### src/rtl/frac_stepper_if.sv
// Bus bundle for frac_stepper.
//   master: drives the configuration (src_len, dst_len, span, align, interp_en),
//           the control pulses (newfraction, step_reset, step_in) and observes
//           the stepping outputs.
//   slave : the stepper itself; returns ready, step_out, whole, fraction, blank.
interface frac_stepper_if #(
    parameter int BITWIDTH  = 10,
    parameter int FRACWIDTH = 16
);
    logic [BITWIDTH-1:0]  src_len;
    logic [BITWIDTH-1:0]  dst_len;
    logic [BITWIDTH-1:0]  span;
    logic [1:0]           align;
    logic                 interp_en;
    logic                 newfraction;
    logic                 ready;
    logic                 step_reset;
    logic                 step_in;
    logic                 step_out;
    logic [BITWIDTH-1:0]  whole;
    logic [FRACWIDTH-1:0] fraction;
    logic                 blank;

    modport master (
        output src_len, dst_len, span, align, interp_en,
        output newfraction, step_reset, step_in,
        input  ready, step_out, whole, fraction, blank
    );

    modport slave (
        input  src_len, dst_len, span, align, interp_en,
        input  newfraction, step_reset, step_in,
        output ready, step_out, whole, fraction, blank
    );
endinterface

### src/rtl/frac_stepper.sv
// Fixed-point source-position generator for scandoubler upscaling (one per axis).
// A restoring divider computes step = (src_len << FRACWIDTH) / dst_len, one
// quotient bit per cycle. Each accepted destination position (step_in) then
// yields the source index (whole), the interpolation weight (fraction), a
// source-advance strobe (step_out) and blanking, with left/centre/right
// alignment of the active region inside the span.
// Ports:
//   clk     : rising-edge clock
//   reset_n : asynchronous active-low reset
//   bus     : frac_stepper_if.slave (configuration, control pulses, outputs)
module frac_stepper #(
    parameter int BITWIDTH  = 10,
    parameter int FRACWIDTH = 16
) (
    input  logic          clk,
    input  logic          reset_n,
    frac_stepper_if.slave bus
);
    localparam int W  = BITWIDTH + FRACWIDTH;
    localparam int CW = $clog2(W);

    typedef enum logic [1:0] {C_IDLE, C_DIV, C_DONE, C_RUN} ctrl_e;
    typedef enum logic [1:0] {P_LEAD, P_ACTIVE, P_TRAIL} phase_e;

    ctrl_e                state_q, state_d;
    logic                 div_load, div_iter, div_done, running;

    logic [BITWIDTH-1:0]  src_q, src_d, dst_q, dst_d, span_q, span_d;
    logic [1:0]           align_q, align_d;
    logic                 interp_q, interp_d;
    logic [CW-1:0]        cnt_q, cnt_d;
    logic [BITWIDTH-1:0]  rem_q, rem_d;
    logic [W-1:0]         quo_q, quo_d, step_q, step_d, pos_q, pos_d;
    phase_e               phase_q, phase_d;
    logic [BITWIDTH-1:0]  offset_q, offset_d, k_q, k_d, whole_q, whole_d;
    logic [FRACWIDTH-1:0] frac_q, frac_d;
    logic                 step_out_q, step_out_d, blank_q, blank_d;

    // ---------------- control FSM: state register ----------------
    // NOTE: sequential state uses non-blocking assignments so every register
    // samples pre-edge values regardless of process ordering.
    always_ff @(posedge clk or negedge reset_n) begin
        if (!reset_n) state_q <= C_IDLE;
        else          state_q <= state_d;
    end

    // ---------------- control FSM: next state ----------------
    // NOTE: every combinational output gets a default first, so no path
    // leaves it unassigned and no latch is inferred.
    always_comb begin
        state_d = state_q;
        if (bus.newfraction) begin
            state_d = C_DIV;               // also aborts a running division
        end else begin
            case (state_q)
                C_DIV:   if (cnt_q == '0) state_d = C_DONE;
                C_DONE:  state_d = C_RUN;
                default: state_d = state_q;
            endcase
        end
    end

    // ---------------- control FSM: outputs ----------------
    always_comb begin
        div_load = bus.newfraction;
        div_iter = (state_q == C_DIV)  && !bus.newfraction;
        div_done = (state_q == C_DONE) && !bus.newfraction;
        running  = (state_q == C_RUN);
    end

    assign bus.ready = running;

    // ---------------- span start values ----------------
    logic [BITWIDTH-1:0] init_off;
    phase_e              post_lead, init_phase;

    always_comb begin
        init_off = '0;
        if (dst_q < span_q) begin
            case (align_q)
                2'd1:    init_off = (span_q - dst_q) >> 1;
                2'd2:    init_off = span_q - dst_q;
                default: init_off = '0;
            endcase
        end
        // With no active pixels the whole span is blank after the lead-in.
        post_lead  = (dst_q == '0) ? P_TRAIL : P_ACTIVE;
        init_phase = (init_off != '0) ? P_LEAD : post_lead;
    end

    // ---------------- divider and active-position arithmetic ----------------
    logic [BITWIDTH:0]   trial;
    logic [BITWIDTH-1:0] raw_whole, src_max, act_whole;
    logic                sat;

    // Remainder shifted left with the next dividend bit; quo_q holds the
    // unconsumed dividend in its upper bits and the quotient in its lower bits.
    assign trial     = {rem_q, quo_q[W-1]};
    assign raw_whole = pos_q[W-1:FRACWIDTH];
    assign src_max   = src_q - BITWIDTH'(1);
    assign sat       = raw_whole > src_max;
    assign act_whole = sat ? src_max : raw_whole;

    // ---------------- datapath next state ----------------
    always_comb begin
        src_d      = src_q;
        dst_d      = dst_q;
        span_d     = span_q;
        align_d    = align_q;
        interp_d   = interp_q;
        cnt_d      = cnt_q;
        rem_d      = rem_q;
        quo_d      = quo_q;
        step_d     = step_q;
        pos_d      = pos_q;
        phase_d    = phase_q;
        offset_d   = offset_q;
        k_d        = k_q;
        whole_d    = whole_q;
        frac_d     = frac_q;
        step_out_d = 1'b0;                 // strobe only on an accepted position
        blank_d    = blank_q;

        if (div_load) begin
            src_d    = bus.src_len;
            dst_d    = bus.dst_len;
            span_d   = bus.span;
            align_d  = bus.align;
            interp_d = bus.interp_en;
            rem_d    = '0;
            quo_d    = {bus.src_len, {FRACWIDTH{1'b0}}};
            cnt_d    = CW'(W - 1);
            blank_d  = 1'b1;
            whole_d  = '0;
            frac_d   = '0;
        end else if (div_iter) begin
            // dst_len == 0 makes every trial succeed: quotient becomes all-ones.
            if (trial >= {1'b0, dst_q}) begin
                rem_d = BITWIDTH'(trial - {1'b0, dst_q});
                quo_d = {quo_q[W-2:0], 1'b1};
            end else begin
                rem_d = trial[BITWIDTH-1:0];
                quo_d = {quo_q[W-2:0], 1'b0};
            end
            cnt_d = cnt_q - CW'(1);
        end else if (div_done || (running && bus.step_reset)) begin
            // step_reset outranks a same-cycle step_in, which is dropped.
            if (div_done) step_d = quo_q;
            phase_d  = init_phase;
            offset_d = init_off;
            k_d      = '0;
            pos_d    = '0;
            whole_d  = '0;
            frac_d   = '0;
            blank_d  = 1'b1;
        end else if (running && bus.step_in) begin
            case (phase_q)
                P_LEAD: begin
                    blank_d  = 1'b1;
                    frac_d   = '0;
                    offset_d = offset_q - BITWIDTH'(1);
                    if (offset_q == BITWIDTH'(1)) phase_d = post_lead;
                end
                P_ACTIVE: begin
                    blank_d    = 1'b0;
                    whole_d    = act_whole;
                    frac_d     = (interp_q && !sat) ? pos_q[FRACWIDTH-1:0] : '0;
                    // whole_q still holds the previous position's index here.
                    step_out_d = (k_q != '0) && (act_whole != whole_q);
                    pos_d      = pos_q + step_q;
                    k_d        = k_q + BITWIDTH'(1);
                    if (k_q == dst_q - BITWIDTH'(1)) phase_d = P_TRAIL;
                end
                default: begin
                    blank_d = 1'b1;
                    frac_d  = '0;
                end
            endcase
        end
    end

    // ---------------- datapath registers ----------------
    always_ff @(posedge clk or negedge reset_n) begin
        if (!reset_n) begin
            src_q      <= '0;
            dst_q      <= '0;
            span_q     <= '0;
            align_q    <= '0;
            interp_q   <= 1'b0;
            cnt_q      <= '0;
            rem_q      <= '0;
            quo_q      <= '0;
            step_q     <= '0;
            pos_q      <= '0;
            phase_q    <= P_TRAIL;
            offset_q   <= '0;
            k_q        <= '0;
            whole_q    <= '0;
            frac_q     <= '0;
            step_out_q <= 1'b0;
            blank_q    <= 1'b1;
        end else begin
            src_q      <= src_d;
            dst_q      <= dst_d;
            span_q     <= span_d;
            align_q    <= align_d;
            interp_q   <= interp_d;
            cnt_q      <= cnt_d;
            rem_q      <= rem_d;
            quo_q      <= quo_d;
            step_q     <= step_d;
            pos_q      <= pos_d;
            phase_q    <= phase_d;
            offset_q   <= offset_d;
            k_q        <= k_d;
            whole_q    <= whole_d;
            frac_q     <= frac_d;
            step_out_q <= step_out_d;
            blank_q    <= blank_d;
        end
    end

    assign bus.step_out = step_out_q;
    assign bus.whole    = whole_q;
    assign bus.fraction = frac_q;
    assign bus.blank    = blank_q;
endmodule

### src/flat_wrapper.sv
// flat-port wrapper written by rule: the top's interface ports become plain ports
module frac_stepper_flat 
#(
    parameter int BITWIDTH  = 10,
    parameter int FRACWIDTH = 16
)
  (clk, reset_n, bus_src_len, bus_dst_len, bus_span, bus_align, bus_interp_en, bus_newfraction, bus_step_reset, bus_step_in, bus_ready, bus_step_out, bus_whole, bus_fraction, bus_blank);
  frac_stepper_if #(.BITWIDTH(BITWIDTH), .FRACWIDTH(FRACWIDTH)) bus_i ();
  input  logic clk;
  input  logic reset_n;
  input wire logic [$bits(bus_i.src_len)-1:0] bus_src_len;
  input wire logic [$bits(bus_i.dst_len)-1:0] bus_dst_len;
  input wire logic [$bits(bus_i.span)-1:0] bus_span;
  input wire logic [$bits(bus_i.align)-1:0] bus_align;
  input wire logic [$bits(bus_i.interp_en)-1:0] bus_interp_en;
  input wire logic [$bits(bus_i.newfraction)-1:0] bus_newfraction;
  input wire logic [$bits(bus_i.step_reset)-1:0] bus_step_reset;
  input wire logic [$bits(bus_i.step_in)-1:0] bus_step_in;
  output wire logic [$bits(bus_i.ready)-1:0] bus_ready;
  output wire logic [$bits(bus_i.step_out)-1:0] bus_step_out;
  output wire logic [$bits(bus_i.whole)-1:0] bus_whole;
  output wire logic [$bits(bus_i.fraction)-1:0] bus_fraction;
  output wire logic [$bits(bus_i.blank)-1:0] bus_blank;
  assign bus_i.src_len = bus_src_len;
  assign bus_i.dst_len = bus_dst_len;
  assign bus_i.span = bus_span;
  assign bus_i.align = bus_align;
  assign bus_i.interp_en = bus_interp_en;
  assign bus_i.newfraction = bus_newfraction;
  assign bus_i.step_reset = bus_step_reset;
  assign bus_i.step_in = bus_step_in;
  assign bus_ready = bus_i.ready;
  assign bus_step_out = bus_i.step_out;
  assign bus_whole = bus_i.whole;
  assign bus_fraction = bus_i.fraction;
  assign bus_blank = bus_i.blank;
  frac_stepper #(.BITWIDTH(BITWIDTH), .FRACWIDTH(FRACWIDTH)) u_core (.clk(clk), .reset_n(reset_n), .bus(bus_i));
endmodule
### config.mk
export PLATFORM = sky130hd
export DESIGN_NAME = frac_stepper_flat
export DESIGN_NICKNAME = d
export VERILOG_FILES = /design/src/rtl/frac_stepper_if.sv /design/src/rtl/frac_stepper.sv /design/src/flat_wrapper.sv
export SDC_FILE = /design/constraint.sdc
export NUM_CORES = 1
export LEC_CHECK = 0
export CAP_MARGIN = 10
export CORE_MARGIN = 8
export CORE_UTILIZATION = 40
export DETAILED_ROUTE_END_ITERATION = 10
export PLACE_DENSITY = 0.55
export SYNTH_ARGS = -nofsm -noshare
export SYNTH_HDL_FRONTEND = slang
export SYNTH_SLANG_ARGS = --single-unit
### constraint.sdc
create_clock -name clk -period 9.16 [get_ports clk]
set_clock_uncertainty 0.05 [all_clocks]
set_input_delay 1.832 -clock clk [delete_from_list [all_inputs] [get_ports clk]]
set_output_delay 1.832 -clock clk [all_outputs]
set_load 0.03 [all_outputs]
==> key figures <==
STA
  • Minimum period implied by the final worst setup slack: 4.68 ns
  • Final period utilization: around 50%
  • Smallest setup slack after layout: ~4.5 ns
  • Relative slew slack: a little over a fifth
  • Setup Total Neg Slack: 0 ns
  • Fin. max-slew vios: 0
  • RSZ-0062 raised after global routing: false
  • Achievable frequency: 0.214 GHz
  • Setup-violating endpoint count in the final report: 0
  • Transition time at the pin with the least slew margin: roughly 1.2 ns
  • Number of endpoints with negative hold slack in the final report: 0

Drt
  • Final antenna-violating net count: 0
  • Total detailed-routing wirelength: around 25 mm
  • TritonRoute pass-1 iters: 6
  • Count of unresolved DRC violations after routing: 0
  • Routed wire length per instance: approximately 17 um
  • Via Count: about 8000
  • Vias per Instance: roughly 5.4
  • Initial DRC Count: ~440

Final layout
  • Synth-to-Final Area Change: 15.1%
  • Storage cell area: between 4000 and 5000 sq um
  • Post-layout net count: between 1000 and 1500
  • Filler cell count: between 2000 and 3000
  • Fraction of final layout cells with drive strength greater than 1: 8.53%
  • Area of combinational cells with multiple inputs: about 5600 sq um
  • Diode insertion count for antenna repair: 0
  • Commonest non-fill, non-tap cell in the layout: dfrtp_1
  • Highest-count cells in the layout ignoring fill and taps: dfrtp_1 (176), nand2_1 (112), o21ai_0 (98)

Yosys
  • Top flip-flop cell by instance count after synthesis: dfrtp_1
  • Netlist area before placement: around 10000 sq um
  • Yosys warning total: 0
  • Synth Area per Inst: 9.49 sq um
  • Part of the Yosys area used for sequential elements: 42.6%
  • Async set-reset flop share out of synthesis: between 90% and 100%
  • Number of synthesized flops with an enable pin: 0
  • Post-Syn Instances: between 1000 and 1500
  • Net count of the mapped netlist: roughly 1200
  • Number of distinct library cells after synthesis: 68
  • Post-synthesis sequential element count: ~180

Status
  • Outcome: complete, no violations

Hold path
  • Hold Crit Class: flip-flop to flip-flop

Placement
  • Final weighted congestion of routability-driven global placement: between 0.8 and 0.9
  • Half-perimeter wire length after detailed placement: about 18 mm
  • Quantity of I/O buffers inserted on ports: between 60 and 70
  • Minimum setup slack after placement: 3.97 ns

Clock network
  • Clock tree from TritonCTS: yes
  • Number of CTS-inserted buffers: 17
  • Worst-path clk slew: 0.07 ns
  • Cell at the root of the clock tree: clkbuf_16
  • Cts hold-fix bufs: 0
  • Post-CTS setup buffers: 0
  • Post-cts repair resize count: 0
  • Clock sink count: ~180
  • Buffers from clock root to sink, at most: 2
  • Clock latency reported for the late side of the worst-skew pair: 0.43 ns
  • H-tree levels: 4

Critical path
  • CP startpoint: bus_newfraction
  • Type of the worst setup path: input port to flip-flop
  • Capturing point of the worst reg2reg path: u_core.bus.step_out
  • Arr. time, crit path: roughly 5.0 ns
  • Startpoint of the most critical register-to-register path: u_core.src_q[4]
  • Critical Path Fanout Max: between 70 and 80
  • Category of the worst setup path capture point: flip-flop
  • Startpoint types: input port
  • CP required: ~9.5 ns
  • Capture point of the worst path: u_core.offset_q[8]
  • Worst R2R Setup Slack: 5.24 ns
  • R2R cell count: 15

Power
  • Post-layout total power: roughly 2.1 mW
  • Cell leakage power: around 5.5 nW
  • Peak supply drop: slightly above 0.1 mV
  • Power density normalized to cell area: roughly 170 nW/um^2

Die
  • Die outline width: between 150 and 200 um
  • Initial cell density of the core: about 40%
  • # rows: 59
  • Die Ht: 178 um
  • Floorplan die area: approximately 32000 sq um
  • Placeable core region: between 20000 and 30000 sq um
  • Boundary Pins: 67

Global route
  • Number of antenna violations at the first check in global routing: 1
  • Total grt overflow: 0
  • GRT Resource Usage Total: approximately 17%
  • Maximum number of pins on one net before global-route repair: 78
  • First-pass GRT wire length: approximately 42 mm
  • Vias in the first global route: 7778

Flow run
  • Number of violations of the max-capacitance limit: 0
[stage by stage]
step / hold slack [ns] / instances / instance area (sq um) / util, %
3_5_place_dp: 0.413 / 1464 / 11400 / 44.3
3_3_place_gp: 0.407 / 1464 / 11400 / 44.3
6_report: 0.419 / 1496 / 12000 / 46.6
2_1_floorplan: 0.399 / 1102 / 10500 / -
5_1_grt: 0.452 / 1496 / 12000 / 46.6
4_1_cts: 0.424 / 1496 / 12000 / 46.6
[worst min-delay path by stage]
stage,depth (start not counted),start,endpoint
after floorplan,2,u_core.rem_q[9],u_core.rem_q[9]
after global placement,2,u_core.bus.blank,u_core.bus.blank
after detailed placement,2,u_core.bus.blank,u_core.bus.blank
after CTS,2,u_core.bus.blank,u_core.bus.blank
after global routing,2,u_core.bus.blank,u_core.bus.blank
final,2,u_core.bus.blank,u_core.bus.blank
[kinds of logic after synthesis]
kind of cell	share of synthesized area [%]
adder cells (fa/ha/maj)	8.35
buffers and inverters	3.92
AO/OA/AOI/OAI	19.0
AND/OR/NAND/NOR	13.3
multiplexers	6.21
flip-flops	42.6
XOR/XNOR	6.61
[routing by layer]
metal  part of all wire [%]  track usage (%)  vias up
met1                     50             24.3     3887
met3                    3.3             2.36       17
met2                     45             24.8      120
li1                       -                -     4005
met4                    1.4             5.00        0
met5                      0                0        -
[report_power, final]
part	switching [mW]	total, mW	internal (mW)
Combinational	0.247	0.448	0.201
Clock	0.356	0.747	0.391
Sequential	0.0399	0.868	0.828
[sequential cells by signal, indices dropped and copies added (netlist names)]
name	flops
u_core.pos_q	26
u_core.k_q	10
u_core.interp_q	1
u_core.state_q	2
u_core.cnt_q	5
u_core.span_q	10
u_core.phase_q	2
u_core.bus.whole	10
u_core.offset_q	10
u_core.bus.step_out	1
u_core.src_q	10
u_core.align_q	2
u_core.rem_q	10
u_core.quo_q	26
u_core.dst_q	10
u_core.step_q	26
u_core.bus.blank	1
u_core.bus.fraction	16
[layout make-up]
| cell class | count | area share, % |
|---|---|---|
| clock inverters | 14 | 1.35 |
| flip-flops and latches | 178 | 37.0 |
| repair buffers | 77 | 6.16 |
| well taps | 335 | 3.48 |
| clock buffers | 18 | 3.56 |
| inverters | 58 | 1.81 |
| multi-input cells | 816 | 46.6 |
[critical path: stages]
cell and delay [ns]:
buf_4 0.34, buf_4 0.65, o21ai_0 0.23, and2_1 0.47, o21bai_1 1.04, o21ai_0 0.22, o21ai_0 0.13
[synth_stat cells (all sizes together), types with 11 or more instances]
cell type	instances	area share (%)
a22o	29	2.4
a21oi	69	3.3
mux2	39	4.2
nand2	112	4.0
xor2	32	2.7
o21ai	99	4.7
a21o	24	1.7
clkbuf	45	1.6
xnor2	47	3.9
nor2	81	2.9
nand2b	11	0.66
a211oi	14	1.1
nand3	12	0.57
mux2i	21	2.0
nor3	19	0.96
dfrtp	176	42
inv	58	2.1
ha	65	7.8
nand4	13	0.78
Note: power is estimated with default switching activity, not from simulation.
